===== config.mk =====
export PLATFORM = sky130hd
export DESIGN_NAME = cdb_arbiter
export DESIGN_NICKNAME = d
export VERILOG_FILES = /design/src/rtl/cdb_arbiter.sv
export SDC_FILE = /design/constraint.sdc
export NUM_CORES = 1
export LEC_CHECK = 0
export ABC_AREA = 1
export CORE_UTILIZATION = 55
export CTS_CLUSTER_SIZE = 14
export DETAILED_ROUTE_END_ITERATION = 16
export PLACE_DENSITY = 0.76
export SLEW_MARGIN = 20
export SYNTH_ARGS = -nofsm -noshare
export SYNTH_HDL_FRONTEND = slang
export SYNTH_SLANG_ARGS = --single-unit

===== constraint.sdc =====
create_clock -name clk -period 9 [get_ports clk]
set_clock_uncertainty 0.05 [all_clocks]
set_input_delay 0.9 -clock clk [delete_from_list [all_inputs] [get_ports clk]]
set_output_delay 0.9 -clock clk [all_outputs]
set_load 0.02 [all_outputs]

===== src/rtl/cdb_arbiter.sv =====
// cdb_arbiter: shares the common data bus between the ALU and LSB result producers.
// Each producer pushes {value, ROB index} into a private FIFO; a round-robin arbiter
// pops at most one head per cycle into a registered CDB broadcast.
// Optional feature macro: CDB_ARB_BYPASS_EN lets an empty source's live input compete
// directly for the CDB, cutting latency from 2 cycles to 1.
// Ports:
//   clk, rst (sync, active-high), rdy (0 freezes all state), jump_wrong (flush)
//   alu_valid/alu_ready/alu_val/alu_rob  ALU result push
//   lsb_valid/lsb_ready/lsb_val/lsb_rob  LSB result push
//   cdb_valid/cdb_val/cdb_rob/cdb_src    registered broadcast (src 0 = ALU, 1 = LSB)
module cdb_arbiter #(
  parameter int unsigned FIFO_DEPTH = 4,
  parameter int unsigned ROB_W      = 4
) (
  input  logic             clk,
  input  logic             rst,
  input  logic             rdy,
  input  logic             jump_wrong,
  input  logic             alu_valid,
  output logic             alu_ready,
  input  logic [31:0]      alu_val,
  input  logic [ROB_W-1:0] alu_rob,
  input  logic             lsb_valid,
  output logic             lsb_ready,
  input  logic [31:0]      lsb_val,
  input  logic [ROB_W-1:0] lsb_rob,
  output logic             cdb_valid,
  output logic [31:0]      cdb_val,
  output logic [ROB_W-1:0] cdb_rob,
  output logic             cdb_src
);

  localparam int unsigned DATA_W = 32;
  localparam int unsigned NSRC   = 2;
  localparam int unsigned PTR_W  = (FIFO_DEPTH > 1) ? $clog2(FIFO_DEPTH) : 1;
  localparam int unsigned CNT_W  = $clog2(FIFO_DEPTH + 1);

  typedef struct packed {
    logic [DATA_W-1:0] val;
    logic [ROB_W-1:0]  rob;
  } ent_t;

  ent_t             mem_q  [NSRC][FIFO_DEPTH];
  ent_t             mem_d  [NSRC][FIFO_DEPTH];
  logic [PTR_W-1:0] wptr_q [NSRC];
  logic [PTR_W-1:0] wptr_d [NSRC];
  logic [PTR_W-1:0] rptr_q [NSRC];
  logic [PTR_W-1:0] rptr_d [NSRC];
  logic [CNT_W-1:0] cnt_q  [NSRC];
  logic [CNT_W-1:0] cnt_d  [NSRC];
  logic             last_grant_q, last_grant_d;
  logic             cdb_valid_q, cdb_valid_d;
  ent_t             cdb_ent_q, cdb_ent_d;
  logic             cdb_src_q, cdb_src_d;

  logic live;
  logic in_valid [NSRC];
  ent_t in_ent   [NSRC];
  logic ready    [NSRC];
  logic empty    [NSRC];
  logic push     [NSRC];
  logic cand     [NSRC];
  logic sel      [NSRC];
  logic pop      [NSRC];
  logic wr       [NSRC];

  assign live        = rdy && !rst && !jump_wrong;
  assign in_valid[0] = alu_valid;
  assign in_valid[1] = lsb_valid;
  assign in_ent[0]   = '{val: alu_val, rob: alu_rob};
  assign in_ent[1]   = '{val: lsb_val, rob: lsb_rob};

  // Candidate selection and round-robin grant; last_grant_q = 1 means LSB went last.
  always_comb begin
    for (int s = 0; s < NSRC; s++) begin
      empty[s] = (cnt_q[s] == '0);
      ready[s] = live && (cnt_q[s] != CNT_W'(FIFO_DEPTH));
      push[s]  = in_valid[s] && ready[s];
`ifdef CDB_ARB_BYPASS_EN
      cand[s]  = !empty[s] || push[s];
`else
      cand[s]  = !empty[s];
`endif
    end
    sel[0] = cand[0] && (!cand[1] || last_grant_q);
    sel[1] = cand[1] && !sel[0];
    for (int s = 0; s < NSRC; s++) begin
      pop[s] = sel[s] && !empty[s];
      // A granted live input on an empty FIFO goes straight to the CDB instead.
      wr[s]  = push[s] && !(sel[s] && empty[s]);
    end
  end

  // Next-state: reset, flush, normal operation, or freeze.
  always_comb begin
    mem_d        = mem_q;
    wptr_d       = wptr_q;
    rptr_d       = rptr_q;
    cnt_d        = cnt_q;
    last_grant_d = last_grant_q;
    cdb_valid_d  = cdb_valid_q;
    cdb_ent_d    = cdb_ent_q;
    cdb_src_d    = cdb_src_q;
    if (rst || jump_wrong) begin
      for (int s = 0; s < NSRC; s++) begin
        wptr_d[s] = '0;
        rptr_d[s] = '0;
        cnt_d[s]  = '0;
      end
      cdb_valid_d = 1'b0;
      if (rst) begin
        last_grant_d = 1'b1;
        cdb_ent_d    = '0;
        cdb_src_d    = 1'b0;
      end
    end else if (rdy) begin
      cdb_valid_d = cand[0] || cand[1];
      for (int s = 0; s < NSRC; s++) begin
        if (sel[s]) begin
          cdb_ent_d    = empty[s] ? in_ent[s] : mem_q[s][rptr_q[s]];
          cdb_src_d    = 1'(s);
          last_grant_d = 1'(s);
        end
        if (wr[s]) begin
          mem_d[s][wptr_q[s]] = in_ent[s];
          wptr_d[s]           = wptr_q[s] + PTR_W'(1);
        end
        if (pop[s]) begin
          rptr_d[s] = rptr_q[s] + PTR_W'(1);
        end
        cnt_d[s] = cnt_q[s] + CNT_W'(wr[s]) - CNT_W'(pop[s]);
      end
    end
  end

  // State registers; reset is folded into the next-state logic.
  always_ff @(posedge clk) begin
    mem_q        <= mem_d;
    wptr_q       <= wptr_d;
    rptr_q       <= rptr_d;
    cnt_q        <= cnt_d;
    last_grant_q <= last_grant_d;
    cdb_valid_q  <= cdb_valid_d;
    cdb_ent_q    <= cdb_ent_d;
    cdb_src_q    <= cdb_src_d;
  end

  assign alu_ready = ready[0];
  assign lsb_ready = ready[1];
  assign cdb_valid = cdb_valid_q;
  assign cdb_val   = cdb_ent_q.val;
  assign cdb_rob   = cdb_ent_q.rob;
  assign cdb_src   = cdb_src_q;

endmodule


==> results of run 1 <==
-- per-layer routing --
metal  part of all wire (%)  global-route usage [%]  vias to the layer above
met4                    2.5                   8.260                        0
met1                     42                   31.53                     4178
met3                    5.4                   3.230                       48
li1                       -                       -                     4141
met5                      0                       0                        -
met2                     50                   38.65                      283
-- flip-flops by register name (all words and copies together) (netlist names) --
register and count:
cdb_rob 4, rptr_q 4, mem_q 288, wptr_q 4, cnt_q 6, last_grant_q 1, cdb_val 32, cdb_src 1
cdb_valid 1
-- synth_stat cells, types with 7 or more instances --
cell and instances:
a21oi_1 26, buf_2 20, clkbuf_1 33, dfxtp_1 15, edfxtp_1 326, ha_1 12, inv_1 31, nand2_1 132
nand3_1 69, nor2_1 204, o211ai_1 7, o21ai_0 117, o21ai_1 32, o22ai_1 36, or2_2 20
-- critical path, stage by stage --
cell and delay [ns]:
clkdlybuf4s50_1 0.68, inv_1 0.26, nor2_1 0.23, nand3_1 0.50, ha_1 0.51, inv_1 0.04
ha_1 0.19, fa_1 0.40, a21oi_1 0.15, o21ai_0 0.13, o21ai_0 0.16, a21oi_1 0.05
-- cell families after synthesis --
kind of cell	Yosys count	share of synthesized area (%)
adders and majority gates	14	1.392
buffers and inverters	98	3.077
and+or+nand+nor	431	12.99
xor gates and xnor gates	2	0.1282
DFF	341	73.85
AOI/OAI and AO/OA	219	8.563
-- path summary, 6_finish.rpt --
| check | end | start | cells after the start |
|---|---|---|---|
| worst max-delay path | cnt_q[2] | rdy | 12 |
| worst min-delay path | cdb_valid | cdb_valid | 2 |
| worst max register to register | cnt_q[5] | cnt_q[3] | 13 |
| worst min register to register | cdb_valid | cdb_valid | 2 |
-- cell type report --
cell class	count	area (um2)
sequential	341	10090
fill	1695	7994
multi-input combinational	666	3226
timing repair buffer	131	1389
clock buffer	43	948.4
tap	324	405.4
inverter	38	148.9
clock inverter	14	116.4
-- metrics by stage --
stage                     hold slack (ns)  cell area (um2)
after floorplan                    0.4156            13660
after global placement             0.4175            15100
after detailed placement           0.4286            15100
after CTS                          0.4368            16170
after global routing               0.4625            16330
final                              0.4291            16330
-- power groups by stage --
stage / Clock, mW / Combinational (mW) / Sequential (mW)
floorplan: 0 / 0.0906 / 1.83
global placement: 0 / 0.224 / 1.82
detailed placement: 0 / 0.230 / 1.82
CTS: 1.38 / 0.231 / 1.78
global route: 1.44 / 0.251 / 1.78
finish: 1.36 / 0.232 / 1.78
==> results_dict.tcl, run 1 <==
set metrics [dict create \
    first_iter_violations 950 \
    setup_tns_ns 0 \
    grt_max_degree 76 \
    hold_buffers 0 \
    first_pass_iters 7 \
    wl_mm 29.37 \
    final_cell_mix "edfxtp_1 (326), nor2_1 (195), nand2_1 (132), clkdlybuf4s50_1 (117), o21ai_0 (116)" \
    io_buffers 117 \
    synth_cells 1105 \
    die_area_mm2 0.02547 \
    yosysWarnings 0 \
    worstPathMaxFanout 11 \
    top_level_ports 118 \
    synth_top_area_share_pct 71.65 \
    htreeDepth 2 \
    synth-main-ff-cell "edfxtp_1" \
    p_sw_share_pct 20.99 \
    clock_sinks 341 \
    fin_crit_sh_pct 42.95 \
    utilization_pct 67.13 \
    pwr-share-comb_pct 6.9 \
    cts_buffers 35 \
    final_common_cell "edfxtp_1" \
    cts_root_buf "clkbuf_16" \
    track_usage_pct 23.23 \
    avgSynthCellArea_um2 12.36 \
    crit_required_ns 9.35 \
    reg2reg_slack_ns 5.81 \
    die_h_um 159.6 \
    dpl_worst_slack_ns 4.645 \
    std_cell_rows 57 \
    drc 0 \
    ant_nets 0 \
    status "finished clean" \
    gp_congestion 0.8517 \
    grt_first_pass_wirelength_mm 45.22 \
    total_power_mw 3.371 \
    hold_path.class "flip-flop to flip-flop" \
    clkTransAtPathRegs_ns 0.06 \
    antenna_cells 0 \
    synthesis.area_mm2 0.01366 \
    setup-violations-final 0 \
    drv_cap 0 \
    dp.cells 1494 \
    syn_nets 1197 \
    leakagePower_nw 5.669 \
    tightest_slew_ns 1.106 \
    final_nets 1305 \
    rsz0062_at_grt "false" \
    cp-start-kind "input port" \
    yosysSeqAreaShare_pct 73.85 \
    irDropWorstVdd_uv 144.3 \
    final_hold_viol_count 0 \
    post_drt_via_cell_ratio 5.556 \
    post-cts-setup-buffers 0 \
    wl_per_cell_um 18.86 \
    internal-power_mw 2.664 \
    tritoncts "built" \
    min_period_ns 3.866 \
    fin_ws_ns 5.134 \
    synth_edf_count 326 \
    instances_no_fill 1557 \
    postSynth.asyncResetShare_pct 0 \
    overflow 0 \
    arrival_ns 4.22 \
    insertion_delay_ns 0.51 \
    ys_ff_latch 341 \
    dp_hpwl_mm 17.39 \
    finalMaxSlewViolations 0 \
    p_switching_mw 0.7074 \
    fp.coreArea_mm2 0.02432 \
    fp.dieW_um 159.6 \
    antenna_found_initial 0 \
    ys_types 26 \
    fmax_mhz 258.7 \
    drive_gt1_share_pct 8.191 \
    num_vias 8650 \
    first_global_vias 8271 \
    synth_top_cell_by_area "edfxtp_1" \
    critPathCaptureType "flip-flop" \
    post_cts_resized 0 \
    syn_to_final_growth_pct 19.50 \
    synth.area.top_cells "edfxtp_1 (72%), nor2_1 (5.6%), o21ai_0 (4.3%), nand2_1 (3.6%), nand3_1 (2.5%)" \
    power_frac_clock_pct 40.2 \
    path_class "input port to flip-flop" \
    power_density_mw_per_mm2 206.5 \
    share_seq_of_total_power_pct 52.9 \
    start_util_pct 56.18 \
    slew_headroom_pct 26.10 \
    clk_path_buf_depth 3 \
]
Note: power is estimated with default switching activity, not from simulation.
==> run 2: changes to the inputs <==
--- a/config.mk
+++ b/config.mk
@@ -6,7 +6,7 @@
 export NUM_CORES = 1
 export LEC_CHECK = 0
 export ABC_AREA = 1
-export CORE_UTILIZATION = 55
+export CORE_UTILIZATION = 52
 export CTS_CLUSTER_SIZE = 14
 export DETAILED_ROUTE_END_ITERATION = 16
 export PLACE_DENSITY = 0.76
==> constraint.sdc (replaced) <==
create_clock -name clk -period 3.5 [get_ports clk]
set_clock_uncertainty 0.05 [all_clocks]
set_input_delay 0.35 -clock clk [delete_from_list [all_inputs] [get_ports clk]]
set_output_delay 0.35 -clock clk [all_outputs]
set_load 0.02 [all_outputs]
==> run 2 against run 1 <==
Total power grew to 2.6 times the previous value. Sequential power rose to 2.6 times the previous value. Critical path depth rose by 2. First-iteration DRC count increased by 0.74%. Wire length increased by 2.1%. Combinational power rose to 2.6 times the previous value. Global-route usage fell by 0.74 points. Core utilization decreased by 3.0 points. Hold slack lost 0.0017 ns. Register-to-register slack worse by 4.9 ns. Via count increased by 1.3%. Largest cell class unchanged. Largest power group unchanged.
==> results_dict.tcl, run 2 (same netlist as run 1, synthesis figures left out) <==
set metrics [dict create \
    insertion_delay_ns 0.51 \
    final-seq-area_mm2 0.01009 \
    arrival_ns 2.93 \
    hold_buffers 0 \
    finalMaxSlewViolations 0 \
    path_class "flip-flop to flip-flop" \
    fp.coreArea_mm2 0.02547 \
    die_area_mm2 0.02693 \
    reg2reg_slack_ns 0.91 \
    post-cts-setup-buffers 0 \
    final_nets 1312 \
    clkTransAtPathRegs_ns 0.06 \
    num_vias 8759 \
    critPathCaptureType "flip-flop" \
    htreeDepth 2 \
    ant_nets 0 \
    start_util_pct 53.63 \
    die_h_um 164.1 \
    setup_tns_ns 0 \
    r2r_start "cnt_q[2]" \
    wl_mm 29.98 \
    fp.dieW_um 164.1 \
    min_period_ns 2.591 \
    overflow 0 \
    hold_path.class "flip-flop to flip-flop" \
    worstPathMaxFanout 11 \
    power_density_mw_per_mm2 537.3 \
    slew_headroom_pct 39.57 \
    rsz0062_at_grt "false" \
    final_common_cell "edfxtp_1" \
    first_iter_violations 957 \
    irDropWorstVdd_uv 342.6 \
    top_level_ports 118 \
    min_to "cdb_valid" \
    clock_sinks 341 \
    cp-start-kind "flip-flop" \
    crit_required_ns 3.84 \
    dp_hpwl_mm 17.60 \
    first_global_vias 8228 \
    syn_to_final_growth_pct 19.53 \
    largest_reg_flops 288 \
    drc 0 \
    whs_ns 0.4274 \
    wl_per_cell_um 19.03 \
    cts_root_buf "clkbuf_16" \
    r2r_end "cnt_q[5]" \
    grt_max_degree 75 \
    std_cell_rows 58 \
    fin_crit_sh_pct 74.02 \
    track_usage_pct 22.49 \
    grt_first_pass_wirelength_mm 45.35 \
    multi_input_area_mm2 0.003226 \
    antenna_found_initial 2 \
    status "finished clean" \
    drv_cap 0 \
    hp-start "cdb_valid" \
    final_hold_viol_count 0 \
    nFillCells 1867 \
    fmax_mhz 386.0 \
    final_cell_mix "edfxtp_1 (326), nor2_1 (195), nand2_1 (132), clkdlybuf4s50_1 (117), o21ai_0 (116)" \
    drive_gt1_share_pct 9.171 \
    leakagePower_nw 5.696 \
    io_buffers 117 \
    gp_congestion 0.8546 \
    clk_path_buf_depth 3 \
    setup-violations-final 0 \
    post_cts_resized 0 \
    r2r_cells 14 \
    post_drt_via_cell_ratio 5.561 \
    cts_buffers 34 \
    tritoncts "built" \
    min_path_cells 2 \
    first_pass_iters 5 \
    tightest_slew_ns 0.9054 \
    regMostFlops "mem_q" \
]
-- run 2: changes by cell type in the layout (fill, tap and decap cells not counted), sizes merged --
| cell | previous run | this run |
|---|---|---|
| clkinvlp | 0 | 1 |
| clkinv | 13 | 14 |
| diode | 0 | 2 |
| bufinv | 2 | 3 |
| inv | 37 | 36 |
| buf | 14 | 22 |
-- run 2: critical path: stages, from the launching register on --
cell	delay, ns
dfxtp_1	0.42
inv_1	0.10
nand2_1	0.09
nand2_1	0.07
nand2_1	0.06
buf_4	0.19
inv_1	0.11
ha_1	0.29
inv_1	0.04
ha_1	0.18
fa_1	0.41
a21oi_1	0.14
o21ai_0	0.11
o21ai_0	0.16
a21oi_1	0.06
-- run 2: power by group --
group          internal (mW)  leakage, nW  switching (mW)
registers               4.55         3.11          0.0253
logic                  0.242         2.04           0.362
clock network           2.15        0.544            1.44
-- run 2: cell type report --
class	count	area share, %
Antenna cell	2	0.03065
Clock buffer	43	5.869
Clock inverter	16	0.9195
Inverter	38	0.9118
Multi-Input combinational cell	666	19.75
Sequential cell	341	61.80
Tap cell	330	2.529
Timing Repair Buffer	139	8.183
-- run 2: layer usage --
metal  global-route usage [%]  wire (um)  vias up
met2                    35.69      14430      327
met1                    31.49      12670     4224
li1                         -          -     4154
met3                    3.460       1980       54
met5                        0          0        -
met4                    8.544        896        0
-- run 2: metrics by stage --
| step | cells | util [%] | power, mW | cell area, um2 | setup slack, ns |
|---|---|---|---|---|---|
| 3_5_place_dp | 1514 | 59.73 | 5.260 | 15210 | 0.5006 |
| 4_1_cts | 1573 | 64.08 | 8.807 | 16320 | 0.9233 |
| 3_3_place_gp | 1514 | 59.73 | 5.245 | 15210 | 0.6350 |
| 5_1_grt | 1575 | 64.11 | 9.024 | 16330 | 0.7643 |
| 6_report | 1575 | 64.11 | 8.775 | 16330 | 0.9093 |
| 2_1_floorplan | 1105 | - | 4.948 | 13660 | 0.4348 |
-- run 2: worst max path at each step --
stage / start / end / cells after the start
after floorplan: cnt_q[3] / cdb_rob[0] / 5
final: cnt_q[2] / cnt_q[5] / 14
after detailed placement: rdy / cnt_q[2] / 12
after CTS: cnt_q[2] / cnt_q[5] / 14
after global routing: cnt_q[2] / cnt_q[5] / 14
after global placement: rdy / cnt_q[2] / 12
